`src/rtl/truth_table_scanner.sv`:
```
// Sweeps every input vector of a small combinational unit, captures its output
// into a truth table and scores it against a latched expected table.
module truth_table_scanner #(
   parameter int N_IN   = 3,
   parameter int SETTLE = 2
) (
   input  logic                 clk,
   input  logic                 rst_n,
   input  logic                 start_i,
   input  logic                 abort_i,
   input  logic [2**N_IN-1:0]   expected_i,
   input  logic                 dut_d_i,
   output logic [N_IN-1:0]      vec_out_o,
   output logic                 busy_o,
   output logic                 done_o,
   output logic [2**N_IN-1:0]   table_out_o,
   output logic                 pass_o,
   output logic [N_IN:0]        mismatch_cnt_o
);

   // state   | meaning
   // S_IDLE  | waiting for start, vec_out parked at 0
   // S_DRIVE | holding vec_out for SETTLE cycles
   // S_SAMPLE| capturing dut_d for the current vector
   // S_DONE  | one-cycle completion pulse, results valid

   localparam int NV = 2**N_IN;
   localparam int CW = (SETTLE > 1) ? $clog2(SETTLE) : 1;

   typedef enum logic [1:0] {S_IDLE, S_DRIVE, S_SAMPLE, S_DONE} state_t;

   state_t          state_q, state_d;
   logic [N_IN-1:0] vec_q, vec_d;
   logic [CW-1:0]   cnt_q, cnt_d;
   logic [NV-1:0]   exp_q, exp_d;
   logic [NV-1:0]   tbl_q, tbl_d;
   logic            pass_q, pass_d;
   logic [N_IN:0]   mcnt_q, mcnt_d;

   always_ff @(posedge clk or negedge rst_n) begin
      if (!rst_n) begin
         state_q <= S_IDLE;
         vec_q   <= '0;
         cnt_q   <= '0;
         exp_q   <= '0;
         tbl_q   <= '0;
         pass_q  <= 1'b0;
         mcnt_q  <= '0;
      end else begin
         state_q <= state_d;
         vec_q   <= vec_d;
         cnt_q   <= cnt_d;
         exp_q   <= exp_d;
         tbl_q   <= tbl_d;
         pass_q  <= pass_d;
         mcnt_q  <= mcnt_d;
      end
   end

   always_comb begin
      state_d = state_q;
      vec_d   = vec_q;
      cnt_d   = cnt_q;
      exp_d   = exp_q;
      tbl_d   = tbl_q;
      pass_d  = pass_q;
      mcnt_d  = mcnt_q;

      case (state_q)
         S_IDLE: begin
            vec_d = '0;
            cnt_d = '0;
            if (start_i && !abort_i) begin
               exp_d   = expected_i;
               tbl_d   = '0;
               pass_d  = 1'b0;
               mcnt_d  = '0;
               state_d = S_DRIVE;
            end
         end
         S_DRIVE: begin
            if (abort_i) begin
               state_d = S_IDLE;
               vec_d   = '0;
               cnt_d   = '0;
               pass_d  = 1'b0;
            end else if (cnt_q == CW'(SETTLE - 1)) begin
               cnt_d   = '0;
               state_d = S_SAMPLE;
            end else begin
               cnt_d = cnt_q + CW'(1);
            end
         end
         S_SAMPLE: begin
            // abort discards the capture that would otherwise land this cycle
            if (abort_i) begin
               state_d = S_IDLE;
               vec_d   = '0;
               cnt_d   = '0;
               pass_d  = 1'b0;
            end else begin
               tbl_d[vec_q] = dut_d_i;
               if (dut_d_i != exp_q[vec_q])
                  mcnt_d = mcnt_q + (N_IN+1)'(1);
               if (&vec_q) begin
                  pass_d  = (mcnt_d == '0);
                  state_d = S_DONE;
               end else begin
                  vec_d   = vec_q + N_IN'(1);
                  state_d = S_DRIVE;
               end
            end
         end
         S_DONE: begin
            vec_d   = '0;
            state_d = S_IDLE;
         end
         default: begin
            state_d = S_IDLE;
            vec_d   = '0;
            cnt_d   = '0;
         end
      endcase
   end

   assign vec_out_o      = vec_q;
   assign busy_o         = (state_q == S_DRIVE) || (state_q == S_SAMPLE);
   assign done_o         = (state_q == S_DONE);
   assign table_out_o    = tbl_q;
   assign pass_o         = pass_q;
   assign mismatch_cnt_o = mcnt_q;

endmodule
```
`config.mk`:
```
export PLATFORM = sky130hd
export DESIGN_NAME = truth_table_scanner
export DESIGN_NICKNAME = d
export VERILOG_FILES = /design/src/rtl/truth_table_scanner.sv
export SDC_FILE = /design/constraint.sdc
export NUM_CORES = 1
export LEC_CHECK = 0
export ABC_AREA = 1
export ABC_CLOCK_PERIOD_IN_PS = 3940
export CORE_MARGIN = 2
export CORE_UTILIZATION = 30
export CTS_CLUSTER_DIAMETER = 60
export DETAILED_ROUTE_END_ITERATION = 7
export SYNTH_ARGS = -nofsm -noshare
export SYNTH_HDL_FRONTEND = slang
export SYNTH_SLANG_ARGS = --single-unit
```
`constraint.sdc`:
```
create_clock -name clk -period 3.94 [get_ports clk]
set_input_delay 0.788 -clock clk [delete_from_list [all_inputs] [get_ports clk]]
set_output_delay 0.788 -clock clk [all_outputs]
set_load 0.01 [all_outputs]
```
Yosys cells after proc, flatten, opt, wreduce, memory -nomap -nowiden
Cells that the tools add are included.
{"block": "word_totals", "reg_bits": 27, "inputBits": 13, "out_inout_bits": 18, "wordCells": 71}
{"block": "classes", "add_sub_neg": 3, "order_cmp": 2, "eq_ne": 11, "n_mux": 32, "n_reduce_logical": 16}
{"op": "two-way mux 4 bit", "n": 5}
{"op": "two-way mux 8 bit", "n": 2}
{"op": "one-hot mux 8 bit (2 select lines)", "n": 1}
{"op": "two-way mux 2 bit", "n": 5}
{"op": "two-way mux 3 bit", "n": 3}
{"op": "!= test 3 bit (second input constant)", "n": 3}
{"op": "one-hot mux 3 bit (3 select lines)", "n": 1}
{"op": "bitwise mux 8 bit", "n": 1}
{"op": "two-way mux 1 bit", "n": 8}
{"op": "!= test 2 bit (second input constant)", "n": 4}
{"op": "one-hot mux 2 bit (4 select lines)", "n": 1}
{"op": "one-hot mux 4 bit (2 select lines)", "n": 1}
{"op": "AND reduction 2 bit", "n": 4}
{"op": "one-hot mux 1 bit (3 select lines)", "n": 2}
{"op": "AND reduction 3 bit", "n": 2}
{"op": "adder 4 x 1 -> 4 bit (second input constant)", "n": 1}
{"op": "== test 2 bit (second input constant)", "n": 2}
{"op": "zero test 4 bit", "n": 1}
{"op": "less-than comparator 3 x 4 -> 1 bit (second input constant)", "n": 1}
{"op": "AND reduction 4 bit", "n": 1}
{"op": "adder 3 x 1 -> 3 bit (second input constant)", "n": 1}
{"op": "binary-select mux 1 bit (select 3 bit)", "n": 1}
{"op": "demux 1 bit (select 3 bit)", "n": 1}
{"op": ">= comparator 3 x 1 -> 1 bit (second input constant)", "n": 1}
{"op": "other kinds (10)", "n": 11}

Logic depth before layout (Yosys ltp)
{"block": "depth", "ltp_word": 10, "depth_mapped": 14}

Worst setup path before layout
Ideal clock, no wire load.
{"block": "synth_path", "path_kind": "reg2reg", "start": "reg state_q[0]", "end": "reg tbl_q[0], in the netlist table_out_o[0]", "setup_ns": 0.127, "arrival_time_ns": 1.470, "required_time_ns": 3.813, "slack_ns": 2.343, "stages_incl_launch_ff": 12, "path_buffers": 2, "synth_period_minus_slack_ns": 1.597, "cell_sequence": "dfrtp_1 inv_1 ha_1 buf_2 inv_1 nor2_2 inv_1 nand2_1 nand2_1 buf_2 a21oi_1 o22ai_1"}
{"block": "synth_between", "elab_chain_len": 3, "word_cells_on_any_way": 7, "classes_between": "eq/ne: 3; mux: 1; reduce/logical: 3"}
{"element": "from (decl)", "line": "32", "source": "state_t state_q, state_d;"}
{"element": "from (signal assigned)", "line": "50", "source": "state_q <= state_d;"}
{"element": "== test 2 bit or zero test 2 bit (tied branches)", "line": "69", "source": "case (state_q)"}
{"element": "!= test 2 bit (no line) or nonzero test 2 bit (tied branches)"}
{"element": "AND reduction 3 bit (no line)"}
{"element": "to (signal assigned)", "line": "54", "source": "tbl_q <= tbl_d;"}
{"element": "to (decl)", "line": "36", "source": "logic [NV-1:0] tbl_q, tbl_d;"}
Several ways; a longest one is shown, not always the timed one.
A chain may end at the register's enable or synchronous reset.

Worst setup path after layout
{"block": "layout_path", "start": "reg vec_q[0], in the netlist vec_out_o[0]", "end": "out vec_out_o[0]"}
{"element": "from (decl)", "line": "33", "source": "logic [N_IN-1:0] vec_q, vec_d;"}
{"element": "from (signal assigned)", "line": "51", "source": "vec_q <= vec_d;"}
{"element": "to (decl)", "line": "13", "source": "output logic [N_IN-1:0] vec_out_o,"}
No word-level cell between the ends.

==> results_dict.tcl <==
set metrics [dict create \
    run_status "completed" \
    skew_ns 0.00402 \
    post-route-cell-area_um2 1990 \
    synth_edf_count 0 \
    yosys.cell_count.top_type "nand2_1" \
    filler_cell_count 568 \
    report.final.setup_viol 0 \
    finalCritPeriodShare_pct 60.4 \
    combPwrFrac_pct 46.3 \
    pwr-share-seq_pct 38.1 \
    antenna_violations_before_repair 0 \
    cts-resized-gates 0 \
    synthFlopType "dfrtp_1" \
    crit_path_max_fanout 11 \
    critical_path_required_ns 3.15 \
    unrepaired_setup_endpoints_after_global_routing "false" \
    path_class_of_the_lowest_slack_min_delay_path "flip-flop to flip-flop" \
    root_buffer_cell "clkbuf_8" \
    timing_worst_slew_pin_value_ns 0.527 \
    gr-total-overflow 0 \
    dr.first_iter.drc_count 98 \
    remaining_drc_errors 0 \
    synth.top_cell.area_share_pct 42.9 \
    synth.cell_area_um2 1570 \
    placedInstanceArea_um2 1940 \
    num_vias 1282 \
    hold_buffers 0 \
    clock_tree.buffer_depth 2 \
    die-height_um 76.4 \
    synth.ff_latch_count 27 \
    routed_wire_length_per_instance_um 11.0 \
    internal-power_mw 0.607 \
    totalWireLength_um 3230 \
    synth_area_leaders "dfrtp_1 43%, nand2_1 10%, inv_1 7.2%" \
    core.rowCount 26 \
    grt_pass1_vias 1277 \
    timing.max_cap.violations 0 \
    cts_num_sinks 27 \
    track_usage_pct 11.9 \
    total_switching_power_mw 0.396 \
    synth-seq-area-share_pct 42.9 \
    floorplan.initialDensity_pct 31.0 \
    period_needed_ns 2.38 \
    synth_warnings 0 \
    end_kind "output pin" \
    synth.lib_cells_used.distinct 24 \
    ys_top_cells_by_count "44 x nand2_1, 30 x inv_1, 27 x dfrtp_1" \
    power_density_nw_per_um2 505 \
    die-area_um2 5840 \
    portBuffers 30 \
    cts_post_setup_buffers_inserted 0 \
    postSynthAreaPerCell_um2 8.16 \
    numCtsBuffers 3 \
    share_clk_of_total_power_pct 15.6 \
    post_route_cells_drive_above_1_share_pct 12.1 \
    detailedPlacementHpwl_um 2430 \
    grt_pass1_wl_um 5710 \
    drt.antenna.violating_nets 0 \
    die_width_um 76.4 \
    worst_setup_hold_path_clk_slew_ns 0.09 \
    ctsHtreeMaxLevel 1 \
    path_delay_family "flip-flops" \
    worst_slew_margin_rel_pct 64.9 \
    synthesis.nets 213 \
    dr.pass1.iters 4 \
    report.final.hold_viol_count 0 \
    finalWeightedCongestion 0.752 \
    worstSetupPathType "flip-flop to output pin" \
    clkLatencyLatePin_ns 0.27 \
    cells_after_synthesis 193 \
    timing.setup.tns_ns 0 \
    num_antenna_cells 0 \
    critical-path-max-stage-delay_ns 0.68 \
    worst_ir_drop_vdd_mv 0.251 \
    critical_path.n_buffers_inverters 1 \
    grt_start_max_net_pins 28 \
    top_level_ports 31 \
    cp_cell_sequence "clkdlybuf4s50_1" \
    tritoncts_clock_tree "done" \
    cpMaxStageDelayCell "dfrtp_1" \
    leakage_nw 0.939 \
    worstSetupStartpointType "flip-flop" \
    core_region_area_um2 5070 \
    vias_per_cell 4.36 \
    critical_path_arrival_ns 1.59 \
    slew_viol_final 0 \
    clock.fmax_mhz 420 \
    layout.nets 245 \
    synthToLayoutAreaGrowth_pct 26.4 \
    synth_top_cell_by_area "dfrtp_1" \
    ys_async_sr_fraction_pct 100 \
    power_switching_share_pct 39.5 \
]
[registers in the layout, indices dropped and copies added, names as in the netlist]
signal and flops:
table_out_o 8, exp_q 8, cnt_q 1, mismatch_cnt_o 4, vec_out_o 3, state_q 2, pass_o 1
[layer usage]
layer  global-route usage (%)  up-vias  routed length (um)
li1                         -      673                   -
met1                     15.9      579                1600
met2                     19.5       28                1450
met3                     2.37        2                 153
met4                     3.82        0                  23
met5                        0        -                   0
[worst paths after layout]
path / start / to / slack (ns) / depth (start not counted)
worst min register to register: pass_o / pass_o / 0.50 / 2
min in group asynchronous: rst_n / table_out_o[1] / 0.89 / 2
max in group asynchronous: rst_n / table_out_o[2] / 2.77 / 2
worst max-delay path: vec_out_o[0] / vec_out_o[0] / 1.56 / 1
worst max register to register: state_q[0] / table_out_o[2] / 1.98 / 9
worst min-delay path: pass_o / pass_o / 0.50 / 2
[area by class of cell]
| class | instances | area (um^2) | share of cell area (%) |
|---|---|---|---|
| Inverter | 33 | 131 | 6.60 |
| Multi-Input combinational cell | 129 | 742 | 37.3 |
| Timing Repair Buffer | 31 | 308 | 15.5 |
| Clock buffer | 4 | 45.0 | 2.26 |
| Sequential cell | 27 | 676 | 34.0 |
| Tap cell | 70 | 87.6 | 4.40 |
[cells in the final DEF (no fill, tap or decap), drive strengths merged]
| cell type | n |
|---|---|
| o21ai | 7 |
| dfrtp | 27 |
| inv | 33 |
| nand3 | 11 |
| xor2 | 2 |
| clkdlybuf4s50 | 30 |
| a21oi | 15 |
| buf | 1 |
| a22o | 1 |
| mux2 | 2 |
| o22ai | 8 |
| ha | 7 |
| clkbuf | 4 |
| nand2 | 54 |
| a22oi | 1 |
| nor2 | 21 |
[logic make-up (layout without fill, tap and decap cells)]
family	Yosys count	in the layout	share of synthesized area (%)
adder cells (fa/ha/maj)	7	7	5.56
flip-flops	27	27	42.9
XOR/XNOR	2	2	1.11
buffers and inverters	37	68	9.94
AO/OA/AOI/OAI	32	32	11.9
AND/OR/NAND/NOR	86	86	27.1
multiplexers	2	2	1.43
[stage by stage]
step                cells  hold slack (ns)  power (mW)  utilization [%]  setup WS (ns)
floorplan             193            0.480       0.734                -           2.34
finish                294            0.498        1.00             39.2           1.56
global placement      290            0.477       0.851             38.3           1.65
detailed placement    290            0.481       0.855             38.3           1.66
CTS                   294            0.506        1.02             39.2           1.55
global route          294            0.525        1.09             39.2           1.50
[power groups by stage]
| stage | combinational (mW) | clock, mW | sequential [mW] |
|---|---|---|---|
| after floorplan | 0.353 | 0 | 0.381 |
| after global placement | 0.463 | 0 | 0.387 |
| after detailed placement | 0.466 | 0 | 0.389 |
| after CTS | 0.469 | 0.168 | 0.383 |
| after global routing | 0.526 | 0.179 | 0.390 |
| final | 0.464 | 0.157 | 0.383 |
Note: power is estimated with default switching activity, not from simulation.
